--- src/rtl/d_ff_pipe_if.sv ---
// Bus bundle for d_ff_pipe: input word/valid/enable and the registered pipeline outputs.
// The flush wire exists only when D_FF_PIPE_FLUSH_EN is defined.
interface d_ff_pipe_if #(
  parameter int WIDTH = 8,
  parameter int DEPTH = 4
);
  localparam int CW = $clog2(DEPTH + 1);

  logic             ce;
  logic [WIDTH-1:0] d_in;
  logic             vld_in;
`ifdef D_FF_PIPE_FLUSH_EN
  logic             flush;
`endif
  logic [WIDTH-1:0] d_out;
  logic             vld_out;
  logic [CW-1:0]    fill_cnt;
  logic             primed;

  modport master (
`ifdef D_FF_PIPE_FLUSH_EN
    output flush,
`endif
    output ce, d_in, vld_in,
    input  d_out, vld_out, fill_cnt, primed
  );

  modport slave (
`ifdef D_FF_PIPE_FLUSH_EN
    input  flush,
`endif
    input  ce, d_in, vld_in,
    output d_out, vld_out, fill_cnt, primed
  );
endinterface

--- src/rtl/d_ff_pipe.sv ---
// WIDTH-bit, DEPTH-stage clock-enabled delay line with per-stage valid bits and occupancy count.
// Optional valid-clearing flush port is compiled in with D_FF_PIPE_FLUSH_EN.
module d_ff_pipe #(
  parameter int               WIDTH   = 8,
  parameter int               DEPTH   = 4,
  parameter logic [WIDTH-1:0] RST_VAL = {WIDTH{1'b0}}
) (
  input  logic       clock,
  input  logic       rst_syn,
  d_ff_pipe_if.slave pipe
);
  localparam int CW = $clog2(DEPTH + 1);

  // Power-up contents match the reset values.
  logic [WIDTH-1:0] stg_q [DEPTH] = '{default: RST_VAL};
  logic [WIDTH-1:0] stg_d [DEPTH];
  logic [DEPTH-1:0] vld_q = {DEPTH{1'b0}};
  logic [DEPTH-1:0] vld_d;
  logic [CW-1:0]    cnt_q = {CW{1'b0}};
  logic [CW-1:0]    cnt_d;
  logic             primed_q = 1'b0;
  logic             primed_d;
  logic [CW:0]      cnt_sum_s;
  logic             flush_s;

`ifdef D_FF_PIPE_FLUSH_EN
  assign flush_s = pipe.flush;
`else
  assign flush_s = 1'b0;
`endif

  // Next-state: flush clears valids only, ce shifts everything, otherwise hold.
  always_comb begin
    stg_d     = stg_q;
    vld_d     = vld_q;
    cnt_d     = cnt_q;
    cnt_sum_s = {1'b0, cnt_q};
    if (flush_s) begin
      vld_d = {DEPTH{1'b0}};
      cnt_d = {CW{1'b0}};
    end else if (pipe.ce) begin
      stg_d[0] = pipe.d_in;
      vld_d[0] = pipe.vld_in;
      for (int k = 1; k < DEPTH; k++) begin
        stg_d[k] = stg_q[k-1];
        vld_d[k] = vld_q[k-1];
      end
      cnt_sum_s = {1'b0, cnt_q} + (CW+1)'(pipe.vld_in) - (CW+1)'(vld_q[DEPTH-1]);
      cnt_d     = cnt_sum_s[CW-1:0];
    end else begin
      cnt_d = cnt_q;
    end
    primed_d = (cnt_d == CW'(DEPTH));
  end

  // State registers with synchronous reset taking priority over flush and enable.
  always_ff @(posedge clock) begin
    if (rst_syn) begin
      for (int k = 0; k < DEPTH; k++) begin
        stg_q[k] <= RST_VAL;
      end
      vld_q    <= {DEPTH{1'b0}};
      cnt_q    <= {CW{1'b0}};
      primed_q <= 1'b0;
    end else begin
      for (int k = 0; k < DEPTH; k++) begin
        stg_q[k] <= stg_d[k];
      end
      vld_q    <= vld_d;
      cnt_q    <= cnt_d;
      primed_q <= primed_d;
    end
  end

  assign pipe.d_out    = stg_q[DEPTH-1];
  assign pipe.vld_out  = vld_q[DEPTH-1];
  assign pipe.fill_cnt = cnt_q;
  assign pipe.primed   = primed_q;
endmodule

--- src/flat_wrapper.sv ---
// flat-port wrapper written by rule: the top's interface ports become plain ports
module d_ff_pipe_flat 
#(
  parameter int               WIDTH   = 8,
  parameter int               DEPTH   = 4,
  parameter logic [WIDTH-1:0] RST_VAL = {WIDTH{1'b0}}
)
  (clock, rst_syn, pipe_ce, pipe_d_in, pipe_vld_in, pipe_d_out, pipe_vld_out, pipe_fill_cnt, pipe_primed);
  d_ff_pipe_if #(.WIDTH(WIDTH), .DEPTH(DEPTH)) pipe_i ();
  input  logic clock;
  input  logic rst_syn;
  input wire logic [$bits(pipe_i.ce)-1:0] pipe_ce;
  input wire logic [$bits(pipe_i.d_in)-1:0] pipe_d_in;
  input wire logic [$bits(pipe_i.vld_in)-1:0] pipe_vld_in;
  output wire logic [$bits(pipe_i.d_out)-1:0] pipe_d_out;
  output wire logic [$bits(pipe_i.vld_out)-1:0] pipe_vld_out;
  output wire logic [$bits(pipe_i.fill_cnt)-1:0] pipe_fill_cnt;
  output wire logic [$bits(pipe_i.primed)-1:0] pipe_primed;
  assign pipe_i.ce = pipe_ce;
  assign pipe_i.d_in = pipe_d_in;
  assign pipe_i.vld_in = pipe_vld_in;
  assign pipe_d_out = pipe_i.d_out;
  assign pipe_vld_out = pipe_i.vld_out;
  assign pipe_fill_cnt = pipe_i.fill_cnt;
  assign pipe_primed = pipe_i.primed;
  d_ff_pipe #(.WIDTH(WIDTH), .DEPTH(DEPTH), .RST_VAL(RST_VAL)) u_core (.clock(clock), .rst_syn(rst_syn), .pipe(pipe_i));
endmodule
--- config.mk ---
export PLATFORM = sky130hd
export DESIGN_NAME = d_ff_pipe_flat
export DESIGN_NICKNAME = d
export VERILOG_FILES = /design/src/rtl/d_ff_pipe_if.sv /design/src/rtl/d_ff_pipe.sv /design/src/flat_wrapper.sv
export SDC_FILE = /design/constraint.sdc
export NUM_CORES = 1
export LEC_CHECK = 0
export ABC_AREA = 1
export CORE_MARGIN = 5
export CORE_UTILIZATION = 35
export DETAILED_ROUTE_END_ITERATION = 12
export SYNTH_ARGS = -nofsm -noshare
export SYNTH_HDL_FRONTEND = slang
export SYNTH_SLANG_ARGS = --single-unit
--- constraint.sdc ---
create_clock -name clock -period 2.3 [get_ports clock]
set_input_delay 0.575 -clock clock [delete_from_list [all_inputs] [get_ports clock]]
set_output_delay 0.575 -clock clock [all_outputs]
set_load 0.005 [all_outputs]
======== Word level (Yosys, flattened, before mapping) ========
Cells that the tools add are included.
storage, ports and cells
  word-level logic and storage cells ...... 11
  input bits .............................. 12
  register bits ........................... 40
  output and inout bits ................... 13
operators by class
  add/subtract/negate cells ............... 2
  mux-type cells .......................... 1
  eq/ne operators ......................... 1
operators with widths
  kind                                         count
  3-bit by 1-bit adder with 3-bit output       1
  3-bit == test (second input constant)        1
  3-bit 2-to-1 mux                             1
  3-bit by 1-bit subtractor with 3-bit output  1

======== Longest topological paths before layout ========
Gate-level depths: netlist (run 1).
  depth in word-level cells ............... 4
  gate-level depth with buffers ........... 11
  depth with buffers taken out ............ 11

======== Worst setup path after synthesis (run 1) ========
Ideal clock, no wire load.
  path kind ............................... register to register
  start point ............................. register u_core.cnt_q[0] (netlist: u_core.pipe.fill_cnt[0])
  end point ............................... register u_core.primed_q (netlist: u_core.pipe.primed)
  clock period less this slack ............ 1.655 ns
  slack ................................... 0.645 ns
  arrival ................................. 1.543 ns
  stages on the path, launching flop included .. 12
  cells stage by stage .................... dfxtp_1 > inv_1 > ha_1 > inv_1 > ha_1 > fa_1 > inv_1 > nand2_1 > nand3_1 > nand2_1 > nand3_1 > nor2_1
between the ends
  cells in the longest elaborated chain, start to end .. 4
RTL lines
  element                                      line             text
  start, declared                              d_ff_pipe.sv:19  logic [CW-1:0] cnt_q = {CW{1'b0}};
  start signal, assigned                       d_ff_pipe.sv:63  cnt_q <= {CW{1'b0}};
  start signal, assigned                       d_ff_pipe.sv:70  cnt_q <= cnt_d;
  3-bit by 1-bit adder with 3-bit output       d_ff_pipe.sv:48  cnt_sum_s = {1'b0, cnt_q} + (CW+1)'(pipe.vld_in) - (CW+1)'(vld_q[DEPTH-1]);
  3-bit by 1-bit subtractor with 3-bit output  d_ff_pipe.sv:48
  3-bit 2-to-1 mux (*)                         d_ff_pipe.sv:41  end else if (pipe.ce) begin
  3-bit == test (*)                            d_ff_pipe.sv:53  primed_d = (cnt_d == CW'(DEPTH));
  end signal, assigned                         d_ff_pipe.sv:71  primed_q <= primed_d;
  end, declared                                d_ff_pipe.sv:21  logic primed_q = 1'b0;
Every way passes the cells marked *; elsewhere a longest branch is shown, timed or not.
A chain may end at the register's enable or synchronous reset.

======== Worst setup path in the final report (run 1) ========
  start point ............................. input pipe_vld_in
  end point ............................... register u_core.primed_q (netlist: u_core.pipe.primed)
between the ends
  cells in the longest elaborated chain, start to end .. 4
RTL lines
  element                                      line                text
  start, declared                              flat_wrapper.sv:14  input wire logic [$bits(pipe_i.vld_in)-1:0] pipe_vld_in;
  3-bit by 1-bit adder with 3-bit output       d_ff_pipe.sv:48
  3-bit by 1-bit subtractor with 3-bit output  d_ff_pipe.sv:48
  3-bit 2-to-1 mux                             d_ff_pipe.sv:41
  3-bit == test                                d_ff_pipe.sv:53
No other way between the ends.

==> run_results.csv, run 1 <==
group,metric,value,unit
synth,ys_ff_latch,40,
synth,synth_cell_type_count,15,
critical_path,path_delay_family,"adder cells",
clock_network,postCtsSetupBuffers,0,
synth,synthTopCellsByArea,"dfxtp_1 (53%), nor2_1 (18%), o21ai_0 (12%)",
min_path,worstHoldStart,"u_core.vld_q[2]",
clock_network,cts-buffers-inserted,5,
clock_network,htree_levels,2,
synth,synth_top_area_cell,"dfxtp_1",
synth,synth-xor-area-share,0,
global_routing,first_global_vias,1022,
run,drv_cap,0,
timing,max_freq,553,MHz
finish,nets,222,
min_path,hold-path-endpoint,"u_core.vld_q[3]",
finish,num-fill-cells,458,
synth,netlist_instances,193,
route,routed_wl,2.69,mm
place,post-dp-hpwl,1.60,mm
timing,relSlewSlack,0.554,
die,initial_core_util,0.355,
clock_network,post_cts_resized,0,
critical_path,critical_path_class,"input port to flip-flop",
synth,syn_area,0.00152,mm2
pwr,power,1.42,mW
route,drtPass1Iterations,4,
critical_path,reg2reg_to,"u_core.pipe.primed",
route,viasPerCell,4.44,
critical_path,ff2ff_setup_slack,540,ps
finish,n_antenna_cell,0,
clock_network,clockRootBuffer,"clkbuf_8",
critical_path,crit_required,2490,ps
die,die_width,76.0,um
synth,muxShareOfSynthArea,0,
route,ant_nets,0,
synth,synth_compound_area_frac,0.130,
synth,synth_seq_area_share,0.526,
synth,synthSimpleGateAreaFrac,0.210,
timing,rsz0062_at_grt,"false",
clock_network,hold_buffers,0,
timing,worstMarginPinSlew,668,ps
place,dpl_worst_slack,191,ps
critical_path,reg2reg_depth,11,
critical_path,slowest_delay,420,ps
timing,finalHoldViolations,0,
timing,setup_viol,0,
clock_network,cts_max_path_buffers,2,
synth,syn_area_per_cell,7.89,um2
finish,drive_above_1_share,0.0580,
timing,post-route-min-period,1810,ps
pwr,peakVddDrop,0.217,mV
die,ios,25,
synth,synth_top_cell_area_share,0.526,
outcome,status,"completed",
global_routing,grt_pass1_wl,4.60,mm
critical_path,path_max_fanout,2,
route,drt_iter0_drc,109,
place,port_buffers,24,
synth,syn_nets,208,
synth,synth_fa_ha_area_frac,0.0296,
finish,area_growth,19.1,%
die,rows,24,
clock_network,clk_pin_slew_worst_paths,70,ps
synth,yosysWarnings,0,
critical_path,path_buf_inv,2,
synth,synth_top_family_by_area,"simple AND/OR/NAND/NOR gates",
die,die_area,0.00577,mm2
critical_path,setup.worst_path.end_class,"flip-flop",
clock_network,clock_latency,280,ps
synth,synthArstFlopShare,0,
die,core_area,0.00429,mm2
synth,synth_common_cells,"nor2_1 (75), dfxtp_1 (40), o21ai_0 (36)",
min_path,hold_depth,2,
pwr,leakage,0.776,nW
synth,synth.most_common_cell,"nor2_1",
min_path,hold_class,"flip-flop to flip-flop",
pwr,power_density,785,mW/mm2
synth,synthFlopType,"dfxtp_1",
timing,period_share,0.786,
critical_path,critPathSlowestCell,"clkdlybuf4s50_1",
critical_path,cp.arrival,1990,ps
global_routing,antenna_found_initial,0,
route,drc,0,
clock_network,cts_tree,"built",
timing,tns,0,ps
die,die_height,76.0,um
route,wl_per_cell,10.4,um
global_routing,grt_max_degree,41,
route,vias,1150,
timing,skew,2.23,ps
global_routing,gr-total-overflow,0,
place,place.gp.congestion,0.676,
timing,slew_viol_final,0,
global_routing,track_usage,0.0975,
timing,setup_slack,492,ps
critical_path,rr_startpoint,"u_core.pipe.fill_cnt[0]",
clock_network,clkSinkCount,40,
critical_path,critPathLaunchType,"input port",
synth,synth-edff-count,0,
critical_path,worstPathCellList,"clkdlybuf4s50_1, ha_1, fa_1, inv_1, nand2_1, nand3_1, nand2_1, nand3_1, nor2_1",
-- per-layer routing --
metal | part of all wire | GRT usage | up-vias
met5 | 0 | 0 | -
met4 | 0.0078 | 0.0427 | 0
met3 | 0.046 | 0.0438 | 2
met2 | 0.42 | 0.134 | 23
met1 | 0.52 | 0.130 | 501
li1 | - | - | 624
-- kinds of logic after synthesis --
| logic type | Yosys count |
|---|---|
| and+or+nand+nor | 84 |
| DFF | 40 |
| AOI/OAI and AO/OA | 38 |
| buffers and inverters | 28 |
| adders and majority gates | 3 |
-- power breakdown --
part | switching, mW | leakage, nW | internal [mW]
sequential | 0.0227 | 0.331 | 0.741
combinational | 0.0879 | 0.395 | 0.0866
clock | 0.219 | 0.0503 | 0.267
total | 0.329 | 0.776 | 1.09
-- flip-flops by register name, summed over array words and instances (netlist names) --
register              flops
u_core.stg_q             24
u_core.pipe.d_out         8
u_core.vld_q              4
u_core.pipe.fill_cnt      3
u_core.pipe.primed        1
-- cell usage in the layout (no fill, tap or decap), drive strengths merged, types with 2 or more instances in the layout --
| master | netlist | layout |
|---|---|---|
| nand2 | 6 | 6 |
| ha | 2 | 2 |
| clkbuf | 2 | 7 |
| buf | 17 | 2 |
| inv | 9 | 9 |
| dfxtp | 40 | 40 |
| o21ai | 38 | 38 |
| nand3 | 2 | 2 |
| nor2 | 75 | 75 |
| clkdlybuf4s50 | 0 | 24 |
-- area by class of cell --
cell class,instances,area (um2),area share
Timing Repair Buffer,26,255,0.141
Inverter,9,33.8,0.0186
Tap cell,52,65.1,0.0359
Sequential cell,40,801,0.441
Multi-Input combinational cell,125,563,0.310
Clock buffer,7,96.3,0.0531
-- worst max path at each step --
stage / cells past startpoint / end / startpoint / slack [ps]
finish: 9 / u_core.pipe.primed / pipe_vld_in / 490
global route: 9 / u_core.pipe.fill_cnt[2] / pipe_vld_in / 420
CTS: 9 / u_core.pipe.primed / pipe_vld_in / 500
detailed placement: 9 / u_core.pipe.primed / pipe_vld_in / 190
global placement: 9 / u_core.pipe.primed / pipe_vld_in / 240
floorplan: 11 / u_core.pipe.primed / u_core.pipe.fill_cnt[0] / 640
-- worst reg2reg max path, cell delays in order (launching register included) --
cell and delay, ps:
dfxtp_1 340, inv_1 60, ha_1 280, inv_1 40, ha_1 190, fa_1 390
inv_1 60, nand2_1 60, nand3_1 80, nand2_1 50, nand3_1 80, nor2_1 40
-- per-stage QoR --
stage	cells	hold slack [ps]	utilization	cell area, um2
floorplan	193	449	-	1520
global placement	252	459	0.400	1720
detailed placement	252	463	0.400	1720
CTS	259	482	0.422	1810
global route	259	494	0.422	1810
finish	259	474	0.422	1810
(Power assumes the default switching activity.)
==> run 2: changes to the inputs <==
clock period = 1.5 ns   (was 2.3 ns; I/O delays follow)
==> run 2 against run 1 <==
  * The run now ends with negative setup slack left
  * Via count increased by 4.4%
  * Clock-buffer cell count decreased by 1
  * Sequential power increased by 53%
  * Register-to-register slack got worse by 650 ps
  * Largest power group unchanged
  * Combinational power increased by 74%
  * Clock skew increased by 5.7 ps
  * Highest routed layer unchanged
  * Critical path type is now flip-flop to flip-flop
  * Final cell count increased by 3.9%
  * Design area increased by 7.2%
  * Critical path depth increased by 2
==> run_results.csv, run 2 (synthesis gave the netlist of run 1 again) <==
group,metric,value,unit
outcome,status,"complete, but fails checks",
outcome,violations,"negative setup slack",
die,initial_core_util,0.355,
finish,final_cell_mix,"nor2_1 (74), o21ai_0 (36), dfxtp_1 (36), clkdlybuf4s50_1 (11)",
critical_path,setup.worst_path.end_class,"flip-flop",
route,routed.top_layer,"met4",
die,ios,25,
clock_network,clockRootBuffer,"clkbuf_8",
critical_path,path_max_fanout,2,
route,wl_met2,1.19,mm
route,ant_nets,0,
global_routing,grt_pass1_wl,5.02,mm
clock_network,clock_latency,290,ps
route,wirelength_met1,1.44,mm
run,drv_cap,0,
timing,post-route-min-period,1610,ps
route,viasPerCell,4.46,
die,core_area,0.00429,mm2
finish,multi_input_area,601,um2
global_routing,grt_max_degree,38,
timing,setup_slack,-107,ps
finish,largest_reg_flops,24,
finish,drive_above_1_share,0.157,
finish,seqCellArea,806,um2
place,place.gp.congestion,0.693,
min_path,hold_class,"flip-flop to flip-flop",
clock_network,cts_max_path_buffers,2,
finish,final_area,0.00194,mm2
route,drt_iter0_drc,84,
timing,slew_viol_final,0,
route,drc,0,
timing,relSlewSlack,0.881,
clock_network,cts_tree,"built",
clock_network,clk_pin_slew_worst_paths,70,ps
die,die_height,76.0,um
pwr,power,2.19,mW
timing,holdWs,481,ps
route,routed_wl,2.82,mm
timing,worstMarginPinSlew,176,ps
die,die_area,0.00577,mm2
critical_path,critPathLaunchType,"flip-flop",
clock_network,hold_buffers,0,
timing,skew,7.88,ps
finish,num-fill-cells,438,
global_routing,gr-total-overflow,0,
timing,finalHoldViolations,0,
finish,final_common_cell,"nor2_1",
timing,setup_viol,3,
finish,final_cells,269,
global_routing,first_global_vias,1174,
critical_path,critical_path_class,"flip-flop to flip-flop",
global_routing,antenna_found_initial,0,
die,rows,24,
place,post-dp-hpwl,1.87,mm
pwr,leakage,0.925,nW
finish,nets,231,
critical_path,cp.arrival,1790,ps
place,placed_cells,259,
route,wl_per_cell,10.5,um
clock_network,clkSinkCount,40,
timing,max_freq,622,MHz
clock_network,cts-buffers-inserted,5,
route,drtPass1Iterations,4,
finish,regMostFlops,"u_core.stg_q",
clock_network,htree_levels,2,
place,port_buffers,24,
route,met3_length,134,um
die,die_width,76.0,um
timing,rsz0062_at_grt,"true",
pwr,power_density,1130,mW/mm2
timing,period_share,1.07,
critical_path,crit_required,1690,ps
pwr,peakVddDrop,0.555,mV
global_routing,track_usage,0.105,
finish,n_antenna_cell,0,
place,place_area,0.00182,mm2
route,vias,1201,
finish,area_growth,27.7,%
==> run 2: changes by cell type in the layout (fill, tap and decap cells not counted), sizes merged <==
cell | before | now
clkinv | 0 | 2
buf | 2 | 11
dlygate4sd2 | 0 | 9
clkbuf | 7 | 6
dlymetal6s2s | 0 | 4
clkdlybuf4s50 | 24 | 11
==> run 2: where the power goes <==
group	switching, mW	internal [mW]	leakage, nW	total (mW)
clock network	0.349	0.367	0.0510	0.716
logic	0.151	0.154	0.542	0.304
registers	0.0354	1.14	0.332	1.17
total	0.535	1.66	0.925	2.19
==> run 2: final cells by class <==
| type | instances | area share |
|---|---|---|
| Sequential cell | 40 | 0.414 |
| Timing Repair Buffer | 35 | 0.178 |
| Clock inverter | 2 | 0.00515 |
| Clock buffer | 6 | 0.0425 |
| Tap cell | 52 | 0.0335 |
| Multi-Input combinational cell | 125 | 0.309 |
| Inverter | 9 | 0.0174 |
==> run 2: worst paths after layout <==
| check | from | end | slack (ps) | depth (start not counted) |
|---|---|---|---|---|
| max | u_core.pipe.fill_cnt[0] | u_core.pipe.fill_cnt[2] | -110 | 11 |
| min | u_core.stg_q[19] | u_core.stg_q[11] | 480 | 2 |
| max reg2reg | u_core.pipe.fill_cnt[0] | u_core.pipe.fill_cnt[2] | -110 | 11 |
| min reg2reg | u_core.stg_q[19] | u_core.stg_q[11] | 480 | 2 |
==> run 2: worst max-delay path, stage by stage (launching register included) <==
cell     delay [ps]
dfxtp_2         330
inv_2            50
ha_4            250
inv_2            40
ha_4            150
fa_2            340
inv_1            60
nand2_1          60
nand3_1          60
nand2_1          60
nand3_2          70
inv_1            40
==> run 2: what timing repair did <==
item,CTS,global route
setup endpoints to repair,13,7
buffers inserted,1,1
pin swaps,3,1
gates resized for setup,14,5
==> run 2: stage by stage <==
stage / setup TNS [ps] / worst slack, ps / utilization
6_report: -239 / -107 / 0.453
3_3_place_gp: -894 / -324 / 0.425
3_5_place_dp: -980 / -351 / 0.425
2_1_floorplan: -149 / -76.2 / -
5_1_grt: -458 / -190 / 0.453
4_1_cts: -223 / -96.8 / 0.448
==> run 2: metal layers <==
layer  up-vias  global-route usage
li1        646                   -
met4         0              0.0480
met3         5              0.0415
met5         -                   0
met1       529               0.129
met2        21               0.159
==> run 3: changes to the inputs <==
CAP_MARGIN = 5   (was unset)
GPL_TIMING_DRIVEN = 0   (was unset)
==> run 3 against run 2 <==
  * The flow still finishes with violations (negative setup slack)
  * Die area is the same
  * Final cell count up 2.2%
  * Non-clock buffer count increased by 7
  * Total power decreased by 1.9%
  * Worst setup slack worse by 3.8 ps
  * Critical path depth down 2
  * Design area grew 0.51%
  * Largest power group unchanged
  * Critical endpoint unchanged
  * Sequential power hardly changed
  * Register-to-register slack is essentially flat
==> run_results.csv, run 3 (synthesis gave the netlist of run 1 again) <==
group,metric,value,unit
global_routing,gr-total-overflow,0,
die,die_area,0.00577,mm2
finish,area_growth,28.3,%
place,port_buffers,23,
timing,slew_viol_final,0,
critical_path,slowest_delay,350,ps
route,wl_per_cell,10.3,um
clock_network,cts_max_path_buffers,2,
critical_path,critPathLaunchType,"flip-flop",
global_routing,first_global_vias,1187,
finish,final_area,0.00195,mm2
clock_network,clk_pin_slew_worst_paths,70,ps
place,post-dp-hpwl,1.87,mm
finish,regMostFlops,"u_core.stg_q",
timing,post-route-min-period,1610,ps
critical_path,worstPathCellList,"inv_2, ha_4, inv_2, ha_4, fa_2, nand2_2, nand4_1, nand3_2, inv_1",
critical_path,critical_path_class,"flip-flop to flip-flop",
critical_path,cp.arrival,1790,ps
route,drtPass1Iterations,4,
die,ios,25,
timing,finalHoldViolations,0,
die,rows,24,
pwr,power,2.15,mW
clock_network,postCtsSetupBuffers,0,
timing,holdWs,394,ps
clock_network,htree_levels,2,
clock_network,cts_tree,"built",
timing,max_freq,621,MHz
timing,setup_viol,3,
timing,worstMarginPinSlew,345,ps
global_routing,grt_max_degree,13,
timing,setup_slack,-110,ps
timing,skew,2.61,ps
pwr,leakage,0.925,nW
clock_network,clockRootBuffer,"clkbuf_8",
finish,largest_reg_flops,24,
die,die_width,76.0,um
clock_network,cts-buffers-inserted,5,
route,viasPerCell,4.38,
run,drv_cap,0,
place,place_area,0.00185,mm2
route,ant_nets,0,
pwr,peakVddDrop,0.765,mV
finish,nets,238,
global_routing,track_usage,0.107,
place,placed_cells,268,
timing,relSlewSlack,0.770,
finish,drive_above_1_share,0.220,
die,initial_core_util,0.355,
place,place.gp.congestion,0.706,
route,drt_iter0_drc,80,
finish,final_common_cell,"nor2_1",
critical_path,setup.worst_path.end_class,"flip-flop",
finish,n_antenna_cell,0,
finish,final_cells,275,
finish,post-route-util,0.455,
outcome,status,"complete, but fails checks",
route,vias,1204,
clock_network,clock_latency,290,ps
die,die_height,76.0,um
min_path,hold_class,"input port to flip-flop",
global_routing,antenna_found_initial,0,
route,drc,0,
critical_path,critPathSlowestCell,"fa_2",
finish,final_cell_mix,"nor2_1 (75), o21ai_0 (36), dfxtp_1 (28), dfxtp_2 (12)",
outcome,violations,"negative setup slack",
timing,rsz0062_at_grt,"true",
timing,period_share,1.07,
die,core_area,0.00429,mm2
critical_path,crit_required,1680,ps
pwr,power_density,1100,mW/mm2
route,routed_wl,2.83,mm
global_routing,grt_pass1_wl,5.16,mm
clock_network,clkSinkCount,40,
critical_path,path_max_fanout,2,
[run 3: worst paths after layout]
kind,slack [ps],to,from,cells past startpoint
min,390,u_core.stg_q[31],pipe_ce,3
max,-110,u_core.pipe.fill_cnt[2],u_core.pipe.fill_cnt[0],9
max reg2reg,-110,u_core.pipe.fill_cnt[2],u_core.pipe.fill_cnt[0],9
min reg2reg,480,u_core.stg_q[16],u_core.stg_q[24],2
[run 3: area by class of cell]
| cell class | instances | area (um2) |
|---|---|---|
| plain buffers | 19 | 125 |
| clock buffers | 5 | 68.8 |
| clock inverters | 2 | 12.5 |
| fillers | 453 | 2340 |
| inverters | 9 | 33.8 |
| multi-input cells | 125 | 608 |
| flip-flops and latches | 40 | 816 |
| well taps | 52 | 65.1 |
| repair buffers | 23 | 225 |
[run 3: stage by stage]
stage | worst slack [ps] | setup TNS, ps
2_1_floorplan | -76.2 | -149
3_3_place_gp | -359 | -3010
3_5_place_dp | -375 | -3040
4_1_cts | -104 | -293
5_1_grt | -195 | -444
6_report | -110 | -257
[run 3: power breakdown]
part           switching [mW]  leakage (nW)  internal, mW
combinational           0.153         0.550         0.152
clock                   0.357        0.0400         0.315
sequential             0.0350         0.335          1.14
total                   0.545         0.925          1.61
[run 3: metal layers]
| metal | vias to the layer above | routed length [um] | track usage |
|---|---|---|---|
| li1 | 657 | - | - |
| met1 | 524 | 1410 | 0.130 |
| met2 | 19 | 1230 | 0.165 |
| met3 | 4 | 153 | 0.0474 |
| met4 | 0 | 32 | 0.0427 |
| met5 | - | 0 | 0 |
[run 3: worst max-delay path: cells and delay by family, from the launching register on]
kind,cells,cell delay [ps]
and+or+nand+nor,3,310
adders and majority gates,3,750
buffers and inverters,3,130
DFF,1,330
[run 3: repair_timing]
action	in CTS	in global routing
hold buffers	0	0
endpoints found under the setup margin	14	6
resized for setup	22	7
pin swaps	4	1
